**src/rtl/adder_axi_master_ctrl_if.sv**
```systemverilog
// AXI4-Lite bus bundle between the adder sequencer (master) and the adder slave.
interface adder_axi_master_ctrl_if #(
    parameter int DATA_WIDTH = 32,
    parameter int ADDR_WIDTH = 8
);
    logic [ADDR_WIDTH-1:0]   awaddr;
    logic                    awvalid;
    logic                    awready;
    logic [DATA_WIDTH-1:0]   wdata;
    logic [DATA_WIDTH/8-1:0] wstrb;
    logic                    wvalid;
    logic                    wready;
    logic [1:0]              bresp;
    logic                    bvalid;
    logic                    bready;
    logic [ADDR_WIDTH-1:0]   araddr;
    logic                    arvalid;
    logic                    arready;
    logic [DATA_WIDTH-1:0]   rdata;
    logic [1:0]              rresp;
    logic                    rvalid;
    logic                    rready;

    modport master (
        output awaddr, awvalid, wdata, wstrb, wvalid, bready, araddr, arvalid, rready,
        input  awready, wready, bresp, bvalid, arready, rdata, rresp, rvalid
    );

    modport slave (
        input  awaddr, awvalid, wdata, wstrb, wvalid, bready, araddr, arvalid, rready,
        output awready, wready, bresp, bvalid, arready, rdata, rresp, rvalid
    );
endinterface

```
**src/rtl/adder_axi_master_ctrl.sv**
```systemverilog
// AXI4-Lite master that writes A/B to the adder slave and reads back sum/overflow.
// Optional per-phase watchdog enabled by defining ADDER_CTRL_TIMEOUT_EN.
module adder_axi_master_ctrl #(
    parameter int DATA_WIDTH     = 32,
    parameter int ADDR_WIDTH     = 8,
    parameter int TIMEOUT_CYCLES = 255
) (
    input  logic                  m1_axi_aclk,
    input  logic                  m1_axi_aresetn,
    input  logic                  req_valid,
    output logic                  req_ready,
    input  logic [DATA_WIDTH-1:0] req_a,
    input  logic [DATA_WIDTH-1:0] req_b,
    output logic                  rsp_valid,
    input  logic                  rsp_ready,
    output logic [DATA_WIDTH-1:0] rsp_sum,
    output logic                  rsp_ovf,
    output logic                  rsp_err,
    adder_axi_master_ctrl_if.master m1_axi
);
    localparam logic [ADDR_WIDTH-1:0] ADDR_A   = ADDR_WIDTH'(8'h00);
    localparam logic [ADDR_WIDTH-1:0] ADDR_B   = ADDR_WIDTH'(8'h04);
    localparam logic [ADDR_WIDTH-1:0] ADDR_SUM = ADDR_WIDTH'(8'h08);
    localparam logic [ADDR_WIDTH-1:0] ADDR_OVF = ADDR_WIDTH'(8'h0C);

    typedef enum logic [2:0] {IDLE, WR_A, WR_B, RD_SUM, RD_OVF, RESP} state_t;

    state_t                state_q;
    logic [DATA_WIDTH-1:0] b_q;
    logic [ADDR_WIDTH-1:0] awaddr_q;
    logic [ADDR_WIDTH-1:0] araddr_q;
    logic [DATA_WIDTH-1:0] wdata_q;
    logic                  awvalid_q, wvalid_q, bready_q, arvalid_q, rready_q;
    logic                  aw_done_q, w_done_q;
    logic [DATA_WIDTH-1:0] sum_q;
    logic                  ovf_q, err_q, rsp_valid_q;

    logic aw_hs, w_hs, b_hs, ar_hs, r_hs;
    assign aw_hs = awvalid_q & m1_axi.awready;
    assign w_hs  = wvalid_q  & m1_axi.wready;
    assign b_hs  = bready_q  & m1_axi.bvalid;
    assign ar_hs = arvalid_q & m1_axi.arready;
    assign r_hs  = rready_q  & m1_axi.rvalid;

`ifdef ADDER_CTRL_TIMEOUT_EN
    localparam int TMO_W = $clog2(TIMEOUT_CYCLES + 1);
    logic [TMO_W-1:0] tmo_q;
`endif

    always_ff @(posedge m1_axi_aclk or negedge m1_axi_aresetn) begin
        if (!m1_axi_aresetn) begin
            state_q     <= IDLE;
            b_q         <= '0;
            awaddr_q    <= '0;
            araddr_q    <= '0;
            wdata_q     <= '0;
            awvalid_q   <= 1'b0;
            wvalid_q    <= 1'b0;
            bready_q    <= 1'b0;
            arvalid_q   <= 1'b0;
            rready_q    <= 1'b0;
            aw_done_q   <= 1'b0;
            w_done_q    <= 1'b0;
            sum_q       <= '0;
            ovf_q       <= 1'b0;
            err_q       <= 1'b0;
            rsp_valid_q <= 1'b0;
`ifdef ADDER_CTRL_TIMEOUT_EN
            tmo_q       <= '0;
`endif
        end else begin
            case (state_q)
                IDLE: begin
                    if (req_valid) begin
                        b_q       <= req_b;
                        wdata_q   <= req_a;
                        awaddr_q  <= ADDR_A;
                        awvalid_q <= 1'b1;
                        wvalid_q  <= 1'b1;
                        aw_done_q <= 1'b0;
                        w_done_q  <= 1'b0;
                        err_q     <= 1'b0;
                        state_q   <= WR_A;
                    end
                end
                WR_A, WR_B: begin
                    if (bready_q) begin
                        if (m1_axi.bvalid) begin
                            bready_q  <= 1'b0;
                            aw_done_q <= 1'b0;
                            w_done_q  <= 1'b0;
                            if (m1_axi.bresp[1]) err_q <= 1'b1;
                            if (state_q == WR_A) begin
                                awaddr_q  <= ADDR_B;
                                wdata_q   <= b_q;
                                awvalid_q <= 1'b1;
                                wvalid_q  <= 1'b1;
                                state_q   <= WR_B;
                            end else begin
                                araddr_q  <= ADDR_SUM;
                                arvalid_q <= 1'b1;
                                state_q   <= RD_SUM;
                            end
                        end
                    end else begin
                        // AW and W complete independently; bready follows the later one.
                        if (aw_hs) begin
                            awvalid_q <= 1'b0;
                            aw_done_q <= 1'b1;
                        end
                        if (w_hs) begin
                            wvalid_q <= 1'b0;
                            w_done_q <= 1'b1;
                        end
                        if ((aw_done_q | aw_hs) && (w_done_q | w_hs)) bready_q <= 1'b1;
                    end
                end
                RD_SUM, RD_OVF: begin
                    if (arvalid_q) begin
                        if (m1_axi.arready) begin
                            arvalid_q <= 1'b0;
                            rready_q  <= 1'b1;
                        end
                    end else if (r_hs) begin
                        rready_q <= 1'b0;
                        if (m1_axi.rresp[1]) err_q <= 1'b1;
                        if (state_q == RD_SUM) begin
                            sum_q     <= m1_axi.rdata;
                            araddr_q  <= ADDR_OVF;
                            arvalid_q <= 1'b1;
                            state_q   <= RD_OVF;
                        end else begin
                            ovf_q       <= m1_axi.rdata[0];
                            rsp_valid_q <= 1'b1;
                            state_q     <= RESP;
                        end
                    end
                end
                RESP: begin
                    if (rsp_ready) begin
                        rsp_valid_q <= 1'b0;
                        state_q     <= IDLE;
                    end
                end
                default: state_q <= IDLE;
            endcase
`ifdef ADDER_CTRL_TIMEOUT_EN
            // Any handshake starts a new phase; a stalled phase aborts to RESP with an error.
            if (state_q == IDLE || state_q == RESP || aw_hs || w_hs || b_hs || ar_hs || r_hs) begin
                tmo_q <= '0;
            end else if (tmo_q == TMO_W'(TIMEOUT_CYCLES - 1)) begin
                awvalid_q   <= 1'b0;
                wvalid_q    <= 1'b0;
                bready_q    <= 1'b0;
                arvalid_q   <= 1'b0;
                rready_q    <= 1'b0;
                err_q       <= 1'b1;
                sum_q       <= '0;
                ovf_q       <= 1'b0;
                rsp_valid_q <= 1'b1;
                state_q     <= RESP;
                tmo_q       <= '0;
            end else begin
                tmo_q <= tmo_q + 1'b1;
            end
`endif
        end
    end

`ifndef ADDER_CTRL_TIMEOUT_EN
    logic unused_tmo;
    assign unused_tmo = ^TIMEOUT_CYCLES ^ b_hs ^ ar_hs;
`endif
    logic unused_resp;
    assign unused_resp = m1_axi.bresp[0] ^ m1_axi.rresp[0];

    assign req_ready      = (state_q == IDLE);
    assign rsp_valid      = rsp_valid_q;
    assign rsp_sum        = sum_q;
    assign rsp_ovf        = ovf_q;
    assign rsp_err        = err_q;
    assign m1_axi.awaddr  = awaddr_q;
    assign m1_axi.awvalid = awvalid_q;
    assign m1_axi.wdata   = wdata_q;
    assign m1_axi.wstrb   = '1;
    assign m1_axi.wvalid  = wvalid_q;
    assign m1_axi.bready  = bready_q;
    assign m1_axi.araddr  = araddr_q;
    assign m1_axi.arvalid = arvalid_q;
    assign m1_axi.rready  = rready_q;
endmodule

```
**src/flat_wrapper.sv**
```systemverilog
// flat-port wrapper written by rule: the top's interface ports become plain ports
module adder_axi_master_ctrl_flat 
#(
    parameter int DATA_WIDTH     = 32,
    parameter int ADDR_WIDTH     = 8,
    parameter int TIMEOUT_CYCLES = 255
)
  (m1_axi_aclk, m1_axi_aresetn, req_valid, req_ready, req_a, req_b, rsp_valid, rsp_ready, rsp_sum, rsp_ovf, rsp_err, m1_axi_awaddr, m1_axi_awvalid, m1_axi_wdata, m1_axi_wstrb, m1_axi_wvalid, m1_axi_bready, m1_axi_araddr, m1_axi_arvalid, m1_axi_rready, m1_axi_awready, m1_axi_wready, m1_axi_bresp, m1_axi_bvalid, m1_axi_arready, m1_axi_rdata, m1_axi_rresp, m1_axi_rvalid);
  adder_axi_master_ctrl_if #(.DATA_WIDTH(DATA_WIDTH), .ADDR_WIDTH(ADDR_WIDTH)) m1_axi_i ();
  input  logic m1_axi_aclk;
  input  logic m1_axi_aresetn;
  input  logic req_valid;
  output logic req_ready;
  input  logic [DATA_WIDTH-1:0] req_a;
  input  logic [DATA_WIDTH-1:0] req_b;
  output logic rsp_valid;
  input  logic rsp_ready;
  output logic [DATA_WIDTH-1:0] rsp_sum;
  output logic rsp_ovf;
  output logic rsp_err;
  output wire logic [$bits(m1_axi_i.awaddr)-1:0] m1_axi_awaddr;
  output wire logic [$bits(m1_axi_i.awvalid)-1:0] m1_axi_awvalid;
  output wire logic [$bits(m1_axi_i.wdata)-1:0] m1_axi_wdata;
  output wire logic [$bits(m1_axi_i.wstrb)-1:0] m1_axi_wstrb;
  output wire logic [$bits(m1_axi_i.wvalid)-1:0] m1_axi_wvalid;
  output wire logic [$bits(m1_axi_i.bready)-1:0] m1_axi_bready;
  output wire logic [$bits(m1_axi_i.araddr)-1:0] m1_axi_araddr;
  output wire logic [$bits(m1_axi_i.arvalid)-1:0] m1_axi_arvalid;
  output wire logic [$bits(m1_axi_i.rready)-1:0] m1_axi_rready;
  input wire logic [$bits(m1_axi_i.awready)-1:0] m1_axi_awready;
  input wire logic [$bits(m1_axi_i.wready)-1:0] m1_axi_wready;
  input wire logic [$bits(m1_axi_i.bresp)-1:0] m1_axi_bresp;
  input wire logic [$bits(m1_axi_i.bvalid)-1:0] m1_axi_bvalid;
  input wire logic [$bits(m1_axi_i.arready)-1:0] m1_axi_arready;
  input wire logic [$bits(m1_axi_i.rdata)-1:0] m1_axi_rdata;
  input wire logic [$bits(m1_axi_i.rresp)-1:0] m1_axi_rresp;
  input wire logic [$bits(m1_axi_i.rvalid)-1:0] m1_axi_rvalid;
  assign m1_axi_awaddr = m1_axi_i.awaddr;
  assign m1_axi_awvalid = m1_axi_i.awvalid;
  assign m1_axi_wdata = m1_axi_i.wdata;
  assign m1_axi_wstrb = m1_axi_i.wstrb;
  assign m1_axi_wvalid = m1_axi_i.wvalid;
  assign m1_axi_bready = m1_axi_i.bready;
  assign m1_axi_araddr = m1_axi_i.araddr;
  assign m1_axi_arvalid = m1_axi_i.arvalid;
  assign m1_axi_rready = m1_axi_i.rready;
  assign m1_axi_i.awready = m1_axi_awready;
  assign m1_axi_i.wready = m1_axi_wready;
  assign m1_axi_i.bresp = m1_axi_bresp;
  assign m1_axi_i.bvalid = m1_axi_bvalid;
  assign m1_axi_i.arready = m1_axi_arready;
  assign m1_axi_i.rdata = m1_axi_rdata;
  assign m1_axi_i.rresp = m1_axi_rresp;
  assign m1_axi_i.rvalid = m1_axi_rvalid;
  adder_axi_master_ctrl #(.DATA_WIDTH(DATA_WIDTH), .ADDR_WIDTH(ADDR_WIDTH), .TIMEOUT_CYCLES(TIMEOUT_CYCLES)) u_core (.m1_axi_aclk(m1_axi_aclk), .m1_axi_aresetn(m1_axi_aresetn), .req_valid(req_valid), .req_ready(req_ready), .req_a(req_a), .req_b(req_b), .rsp_valid(rsp_valid), .rsp_ready(rsp_ready), .rsp_sum(rsp_sum), .rsp_ovf(rsp_ovf), .rsp_err(rsp_err), .m1_axi(m1_axi_i));
endmodule
```
**config.mk**
```make
export PLATFORM = sky130hd
export DESIGN_NAME = adder_axi_master_ctrl_flat
export DESIGN_NICKNAME = d
export VERILOG_FILES = /design/src/rtl/adder_axi_master_ctrl_if.sv /design/src/rtl/adder_axi_master_ctrl.sv /design/src/flat_wrapper.sv
export SDC_FILE = /design/constraint.sdc
export NUM_CORES = 1
export LEC_CHECK = 0
export ABC_CLOCK_PERIOD_IN_PS = 4500
export CAP_MARGIN = 0
export CORE_MARGIN = 1.5
export CORE_UTILIZATION = 65
export CTS_CLUSTER_DIAMETER = 60
export DETAILED_ROUTE_END_ITERATION = 10
export DONT_BUFFER_PORTS = 1
export PLACE_DENSITY = 0.78
export SLEW_MARGIN = 20
export SYNTH_ARGS = -nofsm -noshare
export SYNTH_HDL_FRONTEND = slang
export SYNTH_SLANG_ARGS = --single-unit
```
**constraint.sdc**
```tcl
create_clock -name m1_axi_aclk -period 4.5 [get_ports m1_axi_aclk]
set_clock_uncertainty 0.15 [all_clocks]
set_input_delay 0.45 -clock m1_axi_aclk [delete_from_list [all_inputs] [get_ports m1_axi_aclk]]
set_output_delay 0.45 -clock m1_axi_aclk [all_outputs]
set_load 0.1 [all_outputs]
```
==> summary.txt <==
Status: completed
Layout net count: 566
Final Setup Violations: 0
Overflow after GRT: 0
FP Rows: 32
Core Box Area: 7647 um^2
Cts repair resizes: 0
Initial antenna violation count: 0
Clock transition at the registers of the reported paths: 0.11 ns
Vias in the first global route: 3252
RSZ-0062 raised after global routing: false
CP delay by family, top: compound AO/OA/AOI/OAI gates
Startpoint types: register
Global placer's final weighted congestion: 0.7791
Met2 track demand over resource: 40.61%
Syn Area/Cell: 10.86 um^2
Max Cap Viol: 0
Max incr delay on CP: 0.81 ns
GR Layer Usage met3: 7.370%
WHS Path Cells: 2
RR Startpoint: u_core.m1_axi.bready
R2r endpoint: u_core.m1_axi.wdata[18]
CP Buf/Inv Count: 1
Port Buffers: 0
Critical path cell sequence: and3_1 -> o21ai_4 -> buf_4 -> nand2_1 -> o21ai_1
Post-CTS Hold Buffers: 2
Util after Layout: 68.88%
Largest cells by area after synthesis: dfrtp_1 (55%), nand2_1 (10%), mux2_4 (8.3%)
CP max-delay cell: dfrtp_1
Area of the multi-input gates: 2039 um^2
Ports: 202
Final wirelength: 9.888 mm
DRC Markers: 0
CTS tree: built
Fillers: 602
Router iterations before antenna repair: 4
Fmax: 0.3499 GHz
Worst Hold Class: in2reg
Post-synth EDFFs: 0
Crit path required time: 4.63 ns
Final clock period utilization by the worst path: 63.50%
Worst-Skew Late Latency: 0.36 ns
Worst hold path endpoint: u_core.b_q[5]
TNS Setup: 0 ns
Largest net degree at the start of global routing: 113
DP HPWL: 6.826 mm
Total track usage: 24.56%
Global route hottest layer: met2
Longest Clk Path Bufs: 2
Hold Path Origin: req_b[5]
Reg area: 2803 um^2
Register area share after synthesis: 55.16%
Vias post-DR: 3166
Die Ht: 91.42 um
R2r setup slk: 1.64 ns
Final slew viol count: 0
Synth top area share: 55.16%
Initial Util: 66.44%
Ys async rst share: 100.0%
Total CTS buffers: 9
Mapped Area: 5081 um^2
Area Growth Syn to Fin: 3.669%
Crit Path Class: reg2reg
Cells after synthesis: 468
Grt met1 use: 30.53%
Post-route cell area: 5268 um^2
Endpoints failing hold: 0
Reg2Reg Depth: 5
Crit path time final: 2.858 ns
First-pass GRT wire length: 16.01 mm
CTS Sinks: 112
Vias per std cell: 5.623
Proportion of layout cells with a drive suffix above 1: 12.15%
Ant diodes: 0
DRT antenna net count: 0
Crit-path max FO: 41
Total setup buffers inserted after CTS: 0
Die ar.: 8357 um^2
Number of synthesized register bits: 112
Worst slew margin: 27.67%
1st-iter DRT viols: 109
Post-synth top area cell: dfrtp_1
Ys flop type: dfrtp_1
Post-placement cell area: 5011 um^2
Root cell of the clock tree: clkbuf_8
Arr. time, crit path: 2.99 ns
Htree depth: 3
Library cells used by synthesis: 48
Worst slew pin tran: 1.085 ns
Width of the die: 91.42 um
Wire per inst: 17.56 um
Yosys warnings: 0
Crit end category: register
logic make-up after synthesis:
family                     after synthesis  synth area share [%]
AOI/OAI and AO/OA                       67                 8.077
and+or+nand+nor                        174                 14.45
buffers and inverters                   46                 6.107
muxes                                   65                 15.69
other                                    2                0.1478
adders and majority gates                1                0.1970
DFF                                    112                 55.16
xor gates and xnor gates                 1                0.1724
cell usage after synthesis (all sizes together), types with 3 or more instances:
cell type  instances
buf               36
o21ai             38
and2               6
inv                3
a21o               3
a21oi              7
clkbuf             7
nor2               5
and3               3
mux2              33
o21a               3
a31oi              3
or2                3
mux2i             32
nor3               3
nand2            143
dfrtp            112
per-stage QoR:
step / setup slack, ns / instances / hold slack [ns]
6_report: 1.642 / 563 / 0.03553
2_1_floorplan: 1.660 / 483 / 0.004409
3_5_place_dp: 1.624 / 546 / 0.006835
5_1_grt: 1.454 / 563 / 0.02239
4_1_cts: 1.610 / 563 / 0.02628
3_3_place_gp: 1.718 / 546 / 0.006419
metal layers:
layer  vias to the layer above  share of wire [%]  routed length [um]
met1                      1531                 40                3992
met4                         0                1.8                 176
met2                       132                 50                4935
met5                         -                  0                   0
met3                        13                7.9                 785
li1                       1490                  -                   -
state kept, by name, summed over array words and instances (netlist names), 2 cells and up:
register and count:
u_core.state_q 3, u_core.m1_axi.wdata 32, u_core.m1_axi.araddr 2, u_core.b_q 32, u_core.rsp_sum 32
area by class of cell:
cell class	instances	share of cell area, %
multi-input cells	325	38.72
repair buffers	6	1.283
clock inverters	4	1.473
inverters	3	0.2138
well taps	102	2.423
flip-flops and latches	112	53.21
clock buffers	11	2.684
how the worst max path moves through the flow:
stage / endpoint / slack [ns] / start / depth (start not counted)
2_1_floorplan: u_core.rsp_err / 1.66 / u_core.state_q[1] / 5
3_3_place_gp: u_core.m1_axi.wdata[30] / 1.72 / u_core.m1_axi.bready / 5
3_5_place_dp: u_core.m1_axi.wdata[21] / 1.62 / u_core.m1_axi.bready / 5
4_1_cts: u_core.m1_axi.wdata[18] / 1.61 / u_core.m1_axi.bready / 5
5_1_grt: u_core.m1_axi.wdata[18] / 1.45 / u_core.m1_axi.bready / 5
6_report: u_core.m1_axi.wdata[18] / 1.64 / u_core.m1_axi.bready / 5
cells in the final DEF (no fill, tap or decap), types with 2 or more instances in the layout:
master     instances
mux2_4            28
mux2_1             4
buf_4              4
nand2_1          142
a21bo_1            2
a21oi_1            7
a31oi_1            3
or2_1              3
a21o_1             3
o21ai_0            7
a211oi_1           2
and2b_1            2
a32oi_1            2
mux2i_1           32
and3_1             3
nor2b_1            2
nor3_1             2
dfrtp_1          112
inv_1              2
nand2b_1           2
conb_1            17
o21ai_1           30
nand3_1            2
bufinv_16          2
clkbuf_8          10
and2_1             3
o21a_1             3
nor2_1             5
Power is not shown: default switching activity piles up to over one toggle a cycle in this logic, so the estimate is an artifact.
